File: config.mk
export PLATFORM = sky130hd
export DESIGN_NAME = vape_ctrl
export DESIGN_NICKNAME = d
export VERILOG_FILES = /design/src/rtl/vape_ctrl_pkg.sv /design/src/rtl/vape_ctrl_regs.sv /design/src/rtl/vape_ctrl.sv
export SDC_FILE = /design/constraint.sdc
export NUM_CORES = 1
export LEC_CHECK = 0
export ABC_AREA = 1
export CAP_MARGIN = 20
export CELL_PAD_IN_SITES_DETAIL_PLACEMENT = 0
export CELL_PAD_IN_SITES_GLOBAL_PLACEMENT = 1
export CORE_ASPECT_RATIO = 1.25
export CORE_UTILIZATION = 30
export DETAILED_ROUTE_END_ITERATION = 12
export PLACE_DENSITY = 0.78
export SETUP_SLACK_MARGIN = 0.1
export SYNTH_ARGS = -nofsm -noshare
export SYNTH_HDL_FRONTEND = slang
export SYNTH_HIERARCHICAL = 1
export SYNTH_SLANG_ARGS = --single-unit
File: constraint.sdc
create_clock -name clk -period 3 [get_ports clk]
set_input_delay 0.6 -clock clk [delete_from_list [all_inputs] [get_ports clk]]
set_output_delay 0.6 -clock clk [all_outputs]
set_load 0.01 [all_outputs]
File: src/rtl/vape_ctrl_pkg.sv
// Shared definitions for the VAPE configuration/lifecycle controller:
// FSM state encodings, failure cause codes, register offsets, CTRL/STATUS
// bit positions and the configuration validity rule.
package vape_ctrl_pkg;

  typedef enum logic [2:0] {
    ST_IDLE  = 3'd0,
    ST_ARMED = 3'd1,
    ST_RUN   = 3'd2,
    ST_DONE  = 3'd3,
    ST_FAIL  = 3'd4
  } state_e;

  typedef enum logic [2:0] {
    CAUSE_NONE   = 3'd0,
    CAUSE_BADCFG = 3'd1,
    CAUSE_VIOL   = 3'd2,
    CAUSE_ESCAPE = 3'd3,
    CAUSE_POST   = 3'd4
  } cause_e;

  localparam logic [2:0] OFF_CTRL    = 3'd0;
  localparam logic [2:0] OFF_STATUS  = 3'd1;
  localparam logic [2:0] OFF_ER_MIN  = 3'd2;
  localparam logic [2:0] OFF_ER_MAX  = 3'd3;
  localparam logic [2:0] OFF_OR_MIN  = 3'd4;
  localparam logic [2:0] OFF_OR_MAX  = 3'd5;
  localparam logic [2:0] OFF_RUN_CYC = 3'd6;

  localparam int unsigned CTRL_ARM_BIT   = 0;
  localparam int unsigned CTRL_ABORT_BIT = 1;
  localparam int unsigned STAT_LOCK_BIT  = 7;

  // ER must be a non-empty, even-aligned range; OR must be non-empty.
  function automatic logic cfg_valid(input logic [15:0] er_min, input logic [15:0] er_max,
                                     input logic [15:0] or_min, input logic [15:0] or_max);
    return (er_min <= er_max) && (or_min <= or_max) && !er_min[0];
  endfunction

endpackage

File: src/rtl/vape_ctrl_regs.sv
// Bus decode, region bound registers, lock check (with sticky lock_err)
// and combinational read mux for the VAPE controller register window.
module vape_ctrl_regs
  import vape_ctrl_pkg::*;
#(
  parameter logic [14:0] BASE_ADDR  = 15'h0190,
  parameter logic [15:0] ER_MIN_RST = 16'hE000,
  parameter logic [15:0] ER_MAX_RST = 16'hE000,
  parameter logic [15:0] OR_MIN_RST = 16'h0200,
  parameter logic [15:0] OR_MAX_RST = 16'h0200
) (
  input  logic        clk_i,
  input  logic        rst_ni,
  input  logic [13:0] per_addr_i,
  input  logic [15:0] per_din_i,
  input  logic        per_en_i,
  input  logic [1:0]  per_we_i,
  output logic [15:0] per_dout_o,
  input  logic        locked_i,
  input  logic [2:0]  state_i,
  input  logic [2:0]  cause_i,
  input  logic        exec_flag_i,
  input  logic [15:0] run_cyc_i,
  output logic        arm_o,
  output logic        abort_o,
  output logic [15:0] er_min_o,
  output logic [15:0] er_max_o,
  output logic [15:0] or_min_o,
  output logic [15:0] or_max_o
);

  logic        sel, wr, cfg_wr;
  logic [2:0]  off;
  logic [15:0] er_min_q, er_min_d, er_max_q, er_max_d;
  logic [15:0] or_min_q, or_min_d, or_max_q, or_max_d;
  logic        lock_err_q, lock_err_d;

  assign sel     = per_en_i && (per_addr_i[13:3] == BASE_ADDR[14:4]);
  assign off     = per_addr_i[2:0];
  assign wr      = sel && (per_we_i == 2'b11);
  assign cfg_wr  = wr && (off >= OFF_ER_MIN) && (off <= OFF_OR_MAX);
  assign abort_o = wr && (off == OFF_CTRL) && per_din_i[CTRL_ABORT_BIT];
  assign arm_o   = wr && (off == OFF_CTRL) && per_din_i[CTRL_ARM_BIT] && !per_din_i[CTRL_ABORT_BIT];

  // Region register next-state: writes land only while unlocked.
  always_comb begin
    er_min_d = er_min_q;
    er_max_d = er_max_q;
    or_min_d = or_min_q;
    or_max_d = or_max_q;
    if (cfg_wr && !locked_i) begin
      case (off)
        OFF_ER_MIN: er_min_d = per_din_i;
        OFF_ER_MAX: er_max_d = per_din_i;
        OFF_OR_MIN: or_min_d = per_din_i;
        OFF_OR_MAX: or_max_d = per_din_i;
        default: ;
      endcase
    end
  end

  // Sticky lock error: write-1-to-clear, a same-cycle set wins.
  always_comb begin
    lock_err_d = lock_err_q;
    if (wr && (off == OFF_STATUS) && per_din_i[STAT_LOCK_BIT]) lock_err_d = 1'b0;
    if (cfg_wr && locked_i) lock_err_d = 1'b1;
  end

  // Register state with asynchronous reset.
  always_ff @(posedge clk_i or negedge rst_ni) begin
    if (!rst_ni) begin
      er_min_q   <= ER_MIN_RST;
      er_max_q   <= ER_MAX_RST;
      or_min_q   <= OR_MIN_RST;
      or_max_q   <= OR_MAX_RST;
      lock_err_q <= 1'b0;
    end else begin
      er_min_q   <= er_min_d;
      er_max_q   <= er_max_d;
      or_min_q   <= or_min_d;
      or_max_q   <= or_max_d;
      lock_err_q <= lock_err_d;
    end
  end

  // Combinational read mux; zero when the window is not selected.
  always_comb begin
    per_dout_o = '0;
    if (sel) begin
      case (off)
        OFF_STATUS:  per_dout_o = {8'h00, lock_err_q, cause_i, exec_flag_i, state_i};
        OFF_ER_MIN:  per_dout_o = er_min_q;
        OFF_ER_MAX:  per_dout_o = er_max_q;
        OFF_OR_MIN:  per_dout_o = or_min_q;
        OFF_OR_MAX:  per_dout_o = or_max_q;
        OFF_RUN_CYC: per_dout_o = run_cyc_i;
        default:     per_dout_o = '0;
      endcase
    end
  end

  assign er_min_o = er_min_q;
  assign er_max_o = er_max_q;
  assign or_min_o = or_min_q;
  assign or_max_o = or_max_q;

endmodule

File: src/rtl/vape_ctrl.sv
// VAPE monitor configuration and lifecycle controller (openMSP430 peripheral).
// Sequences arm -> entry at ER_min -> run -> exit at ER_max and latches the
// EXEC proof bit. Optional macro VAPE_CTRL_RUN_CYC_EN adds the RUN_CYC counter.
module vape_ctrl
  import vape_ctrl_pkg::*;
#(
  parameter logic [14:0] BASE_ADDR  = 15'h0190,
  parameter logic [15:0] ER_MIN_RST = 16'hE000,
  parameter logic [15:0] ER_MAX_RST = 16'hE000,
  parameter logic [15:0] OR_MIN_RST = 16'h0200,
  parameter logic [15:0] OR_MAX_RST = 16'h0200
) (
  input  logic        clk,
  input  logic        reset_n,
  input  logic [13:0] per_addr,
  input  logic [15:0] per_din,
  input  logic        per_en,
  input  logic [1:0]  per_we,
  output logic [15:0] per_dout,
  input  logic [15:0] pc,
  input  logic        exec,
  output logic [15:0] ER_min,
  output logic [15:0] ER_max,
  output logic [15:0] OR_min,
  output logic [15:0] OR_max,
  output logic        exec_flag,
  output logic        busy
);

  state_e      state_q, state_d;
  cause_e      cause_q, cause_d;
  logic        flag_q, flag_d;
  logic        arm, abort, locked;
  logic [15:0] run_cyc_q;

  assign locked = (state_q == ST_ARMED) || (state_q == ST_RUN);

  vape_ctrl_regs #(
    .BASE_ADDR (BASE_ADDR),
    .ER_MIN_RST(ER_MIN_RST),
    .ER_MAX_RST(ER_MAX_RST),
    .OR_MIN_RST(OR_MIN_RST),
    .OR_MAX_RST(OR_MAX_RST)
  ) u_regs (
    .clk_i      (clk),
    .rst_ni     (reset_n),
    .per_addr_i (per_addr),
    .per_din_i  (per_din),
    .per_en_i   (per_en),
    .per_we_i   (per_we),
    .per_dout_o (per_dout),
    .locked_i   (locked),
    .state_i    (state_q),
    .cause_i    (cause_q),
    .exec_flag_i(flag_q),
    .run_cyc_i  (run_cyc_q),
    .arm_o      (arm),
    .abort_o    (abort),
    .er_min_o   (ER_min),
    .er_max_o   (ER_max),
    .or_min_o   (OR_min),
    .or_max_o   (OR_max)
  );

  // Lifecycle next-state: bus ABORT/ARM override monitor-driven events.
  always_comb begin
    state_d = state_q;
    cause_d = cause_q;
    flag_d  = flag_q;
    if (abort) begin
      state_d = ST_IDLE;
      cause_d = CAUSE_NONE;
      flag_d  = 1'b0;
    end else if (arm && !locked) begin
      flag_d = 1'b0;
      if (cfg_valid(ER_min, ER_max, OR_min, OR_max)) begin
        state_d = ST_ARMED;
        cause_d = CAUSE_NONE;
      end else begin
        state_d = ST_FAIL;
        cause_d = CAUSE_BADCFG;
      end
    end else begin
      case (state_q)
        ST_ARMED: if (pc == ER_min) state_d = ST_RUN;
        ST_RUN: begin
          if (!exec) begin
            state_d = ST_FAIL;
            cause_d = CAUSE_VIOL;
          end else if (pc == ER_max) begin
            state_d = ST_DONE;
            flag_d  = 1'b1;
          end else if ((pc < ER_min) || (pc > ER_max)) begin
            state_d = ST_FAIL;
            cause_d = CAUSE_ESCAPE;
          end
        end
        ST_DONE: begin
          if (!exec) begin
            state_d = ST_FAIL;
            cause_d = CAUSE_POST;
            flag_d  = 1'b0;
          end
        end
        default: ;
      endcase
    end
  end

  // Lifecycle state register.
  always_ff @(posedge clk or negedge reset_n) begin
    if (!reset_n) begin
      state_q <= ST_IDLE;
      cause_q <= CAUSE_NONE;
      flag_q  <= 1'b0;
    end else begin
      state_q <= state_d;
      cause_q <= cause_d;
      flag_q  <= flag_d;
    end
  end

`ifdef VAPE_CTRL_RUN_CYC_EN
  logic [15:0] run_cyc_d;

  // Count RUN cycles; the entry edge loads zero and the count saturates.
  always_comb begin
    run_cyc_d = run_cyc_q;
    if ((state_q == ST_RUN) && (run_cyc_q != '1)) run_cyc_d = run_cyc_q + 16'd1;
    if ((state_d == ST_RUN) && (state_q != ST_RUN)) run_cyc_d = '0;
  end

  // RUN cycle counter register.
  always_ff @(posedge clk or negedge reset_n) begin
    if (!reset_n) run_cyc_q <= '0;
    else          run_cyc_q <= run_cyc_d;
  end
`else
  assign run_cyc_q = '0;
`endif

  assign exec_flag = flag_q;
  assign busy      = locked;

endmodule

After elaboration in Yosys (flattened, before gate mapping) --
Cells that the tools add are included. Widths: inputs -> output; s select.
Storage, ports and cells: register bits 72, input port bits 52, output and inout bits 82, logic and storage cells 90
Operators by class: order comparisons 6, equal/unequal tests 19, muxes and demuxes 26, reduce and logical (&&, ||, !) cells 31
Operators with widths (count):
- $pmux 16 s5 | 1
- $mux 3 | 13
- $eq 16x16->1 | 2
- $le 16x16->1 | 2
- $gt 16x16->1 | 1
- $lt 16x16->1 | 1
- $mux 16 | 1
- $logic_and 1x1->1 | 15
- $eq 3x2->1 const B | 4
- $reduce_and 4->1 | 3
- $eq 11x5->1 const B | 1
- $pmux 3 s3 | 1
- $mux 1 | 8
- $ne 4x2->1 const B | 2
- $reduce_and 2->1 | 4
- $eq 3x1->1 const B | 2
- $eq 3x3->1 const B | 2
- $ne 6x3->1 const B | 1
- $pmux 3 s2 | 1
- $ne 5x3->1 const B | 1
- $ne 5x5->1 const B | 1
- $reduce_bool 5->1 | 1
- $ne 4x3->1 const B | 1
- $ne 4x4->1 const B | 1
- 9 further kinds | 12

Depth between registers and ports, before layout --
word-level depth 9, depth in mapped cells 16, mapped depth without buffers 16

By module --
Netlist, hierarchy kept.
By module, submodules not included:
- vape_ctrl_regs | times used 1, cells each 487, area each 3478.3 um^2, sequential area each 1636.6 um^2
- vape_ctrl | times used 1, cells each 334, area each 2112.0 um^2, sequential area each 175.2 um^2

Least setup slack after synthesis --
Ideal clock, no wire load.
path type input to output, start input port per_addr[0], end output port per_dout[3], arrival time 1685 ps, required time 2400 ps, path slack 715 ps, stages on the path 8, buffers on the path 2, cell sequence buf_2 inv_1 nor3_2 clkbuf_1 nand2_1 nand2_1 nor3_1 nor2_1
Between the ends: longest elaborated chain between the ends 3, elaborated cells on any way between the ends 7, classes of those cells eq/ne: 5; mux: 2
Ends and longest elaborated chain:
- start, declared | RTL line vape_ctrl.sv:15 | input logic [13:0] per_addr,
- $eq 3x3->1, or another cell as far along | RTL line vape_ctrl_regs.sv:90 | case (off)
- $pmux 16 s5 * | RTL line vape_ctrl_regs.sv:90
- $mux 16 * | RTL line vape_ctrl_regs.sv:89 | if (sel) begin
- end, declared | RTL line vape_ctrl.sv:19 | output logic [15:0] per_dout,
Mark *: on every way between the ends. The rest lies on a longest branch, timed or not.

Final worst setup path --
start input port per_en, end output port per_dout[15]
Between the ends: longest elaborated chain between the ends 2
Ends and longest elaborated chain:
- start, declared | RTL line vape_ctrl.sv:17 | input logic per_en,
- $logic_and 1x1->1 | RTL line vape_ctrl_regs.sv:38 | assign sel = per_en_i && (per_addr_i[13:3] == BASE_ADDR[14:4]);
- $mux 16 | RTL line vape_ctrl_regs.sv:89
Every way passes these cells.

==> impl_metrics.yaml <==
setup_path:
  start_kind: "input port"
  reg2reg_to: "state_q[1]$_DFFE_PN0P_"
  critical_path_arrival_ns: 2.17
  crit_end: "per_dout[15]"
  critPathLaunch: "per_en"
  critPathKind: "in -> out"
  ff2ff_path_depth: 9
  crit_fanout: 14
  rrSetupSlack_ns: 0.85
  crit_required_ns: 2.40
  regToRegStartpoint: "u_regs/er_max_o[15]$_DFFE_PN1P_"
  end_kind: "output pin"
route:
  drc: 0
  wl_per_cell_um: 15.33
  final_antenna_net_count: 0
  drt_iter0_markers: 253
  vias_per_cell: 4.698
  drtPass1Iterations: 5
  routed_wl_um: 18810
  num_vias: 5765
cells_and_area:
  fin_nets: 1110
  antenna_cells: 0
  area_growth_pct: 39.97
  drive_above_1_share: 0.09409
  instances_no_fill: 1227
  fin_util: 0.4307
logic_synthesis:
  synth_commonest_cells: "332 x nand2_1, 95 x inv_1, 78 x nand3_1"
  synth_cell_types: 29
  ys_seq_elements: 72
  yosysMostFrequentCell: "nand2_1"
  synth_async_sr_flop_share: 1.000
  synth_edf_count: 0
  syn_avg_cell_area_um2: 6.809
  ys_warn_count: 6
  yosys-top-cells-area: "dfrtp_1 29%, nand2_1 22%, ha_1 14%"
  synth.largest_area_cell: "dfrtp_1"
  synthFlopType: "dfrtp_1"
  syn_area_mm2: 0.005590
  synth_top_area_frac: 0.2865
  ys_seq_area_frac: 0.3241
  syn_inst: 821
timing:
  finalWorstSetupSlack_ns: 0.2316
  slew_viol_final: 0
  period_share: 0.9228
  max_freq_ghz: 0.3612
  finalSetupViolations: 0
  clock_skew_ns: 0.003550
  grt_setup_unrepaired: "false"
  fin_crit_ns: 2.768
  hold_violations: 0
  finalSetupTns_ns: 0
  worst_slew_margin_rel: 0.6106
  worst_pin_slew_ns: 0.5841
pwr:
  p_int_mw: 1.968
  seqPwrFrac: 0.388
  p_per_area_mw_per_mm2: 343.0
  netSwitchingPower_uw: 715.6
  leakage_nw: 3.950
  swShare: 0.2666
  peakVddDrop_uv: 217.2
  comb_power_share: 0.184
  power.total_mw: 2.684
  p_clk_frac: 0.428
min_path:
  hold_class: "in -> async"
flow_run:
  max-cap-violations: 0
die:
  initial_core_util: 0.3077
  io-pin-count: 134
  die_width_um: 124.1
  coreArea_mm2: 0.01817
  row_count: 55
  dieArea_mm2: 0.01919
  die_y_um: 154.6
cts:
  clock-sinks: 72
  cts_tree: "built"
  ctsHoldBuffers: 0
  insertion_delay_ns: 0.33
  cts_made_buffers: 9
  cts_root_buffer: "clkbuf_16"
  htree_levels: 3
  clock_path_buffers: 2
  clk_pin_slew_ns: 0.06
grt:
  grt_pass1_vias: 5708
  grt_max_degree: 65
  grt_usage: 0.2010
  grt_pass1_wl_um: 29240
  grt-ovfl-total: 0
  antenna_found_initial: 0
place:
  finalWeightedCongestion: 0.8229
  dp_hpwl_um: 14760
  dpl.cell_count: 1207
  io_buffers: 133
  dp_slack_ns: -0.2113
run_status:
  status: "completed"
==> state kept, by name, indices dropped and copies added, names as in the netlist <==
signal,flops
u_regs/er_max_o,16
u_regs/lock_err_q,1
u_regs/er_min_o,16
u_regs/or_min_o,16
u_regs/or_max_o,16
cause_q,3
state_q,3
exec_flag,1
==> area by class of cell <==
cell class / count / area [µm²]
tap: 228 / 285.3
timing repair buffer: 172 / 1684
inverter: 99 / 372.9
sequential: 72 / 1812
clock inverter: 3 / 65.06
fill: 1945 / 10340
multi-input combinational: 640 / 3356
clock buffer: 13 / 250.2
==> kinds of logic after synthesis <==
kind of cell / after synthesis / synth area share
simple gates: 498 / 0.3814
buf+inv: 124 / 0.08997
flops: 72 / 0.3241
fa+ha+maj: 64 / 0.1432
compound gates: 62 / 0.06065
other cells: 1 / 0.0006708
==> through the flow <==
stage | cell area, µm² | hold slack [ns]
6_report | 7825 | 0.2643
5_1_grt | 7825 | 0.3076
4_1_cts | 7821 | 0.2727
3_5_place_dp | 7477 | 0.4768
3_3_place_gp | 7477 | 0.4772
2_1_floorplan | 5647 | 0.3044
==> metal layers <==
metal  track usage  wire length, µm
met5             0                0
met3       0.02139              871
met4       0.06576              419
met2        0.3694             9759
met1        0.2376             7764
==> cell usage in the layout (no fill, tap or decap), drive strengths merged <==
master         netlist  layout
nand2              334     334
clkdlybuf4s50        0     113
inv                 98      98
nand3               80      80
ha                  64      64
dfrtp               64      64
nor2                51      51
buf                 18      39
a21oi               38      38
nand4               19      19
clkbuf               7      19
conb                 1      16
o21ai               13      13
nor3                13      13
dlygate4sd2          0      11
dfstp                8       8
o21a                 3       3
a22o                 3       3
a21o                 2       2
clkinv               1       2
bufinv               0       2
a31oi                2       2
clkdlybuf4s15        0       2
nor4                 1       1
a21boi               1       1
bufbuf               0       1
==> power groups by stage <==
| stage | Combinational, mW | Sequential [mW] | Clock [mW] |
|---|---|---|---|
| final | 0.493 | 1.04 | 1.15 |
| after global routing | 0.553 | 1.04 | 1.21 |
| after CTS | 0.495 | 1.04 | 1.17 |
| after detailed placement | 0.486 | 1.06 | 0 |
| after global placement | 0.484 | 1.06 | 0 |
| after floorplan | 0.256 | 1.05 | 0 |
==> worst min-delay path by stage <==
stage / start / endpoint / slack, ns / cells past startpoint
floorplan: reset_n / cause_q[0]$_DFFE_PN0P_ / 0.30 / 0
global placement: u_regs/or_min_o[9]$_DFFE_PN1P_ / u_regs/or_min_o[9]$_DFFE_PN1P_ / 0.48 / 2
detailed placement: u_regs/or_min_o[9]$_DFFE_PN1P_ / u_regs/or_min_o[9]$_DFFE_PN1P_ / 0.48 / 2
CTS: reset_n / u_regs/or_max_o[0]$_DFFE_PN0P_ / 0.27 / 1
global route: reset_n / u_regs/or_max_o[0]$_DFFE_PN0P_ / 0.31 / 1
finish: reset_n / u_regs/or_max_o[0]$_DFFE_PN0P_ / 0.26 / 1
==> timing repair <==
item                                    4_1_cts  5_1_grt
endpoints found under the setup margin       16       14
setup buffers                                 1        1
pin swaps                                     2        1
gates cloned                                  1        0
resized for setup                            24       15
==> critical path: stages <==
cell             delay, ns
clkdlybuf4s50_1       0.48
nand2_1               0.06
nor2_1                0.11
nand3_1               0.12
a21oi_2               0.12
nand2_1               0.10
buf_12                0.16
nor2_1                0.17
clkdlybuf4s15_2       0.25
(Power assumes the default switching activity.)
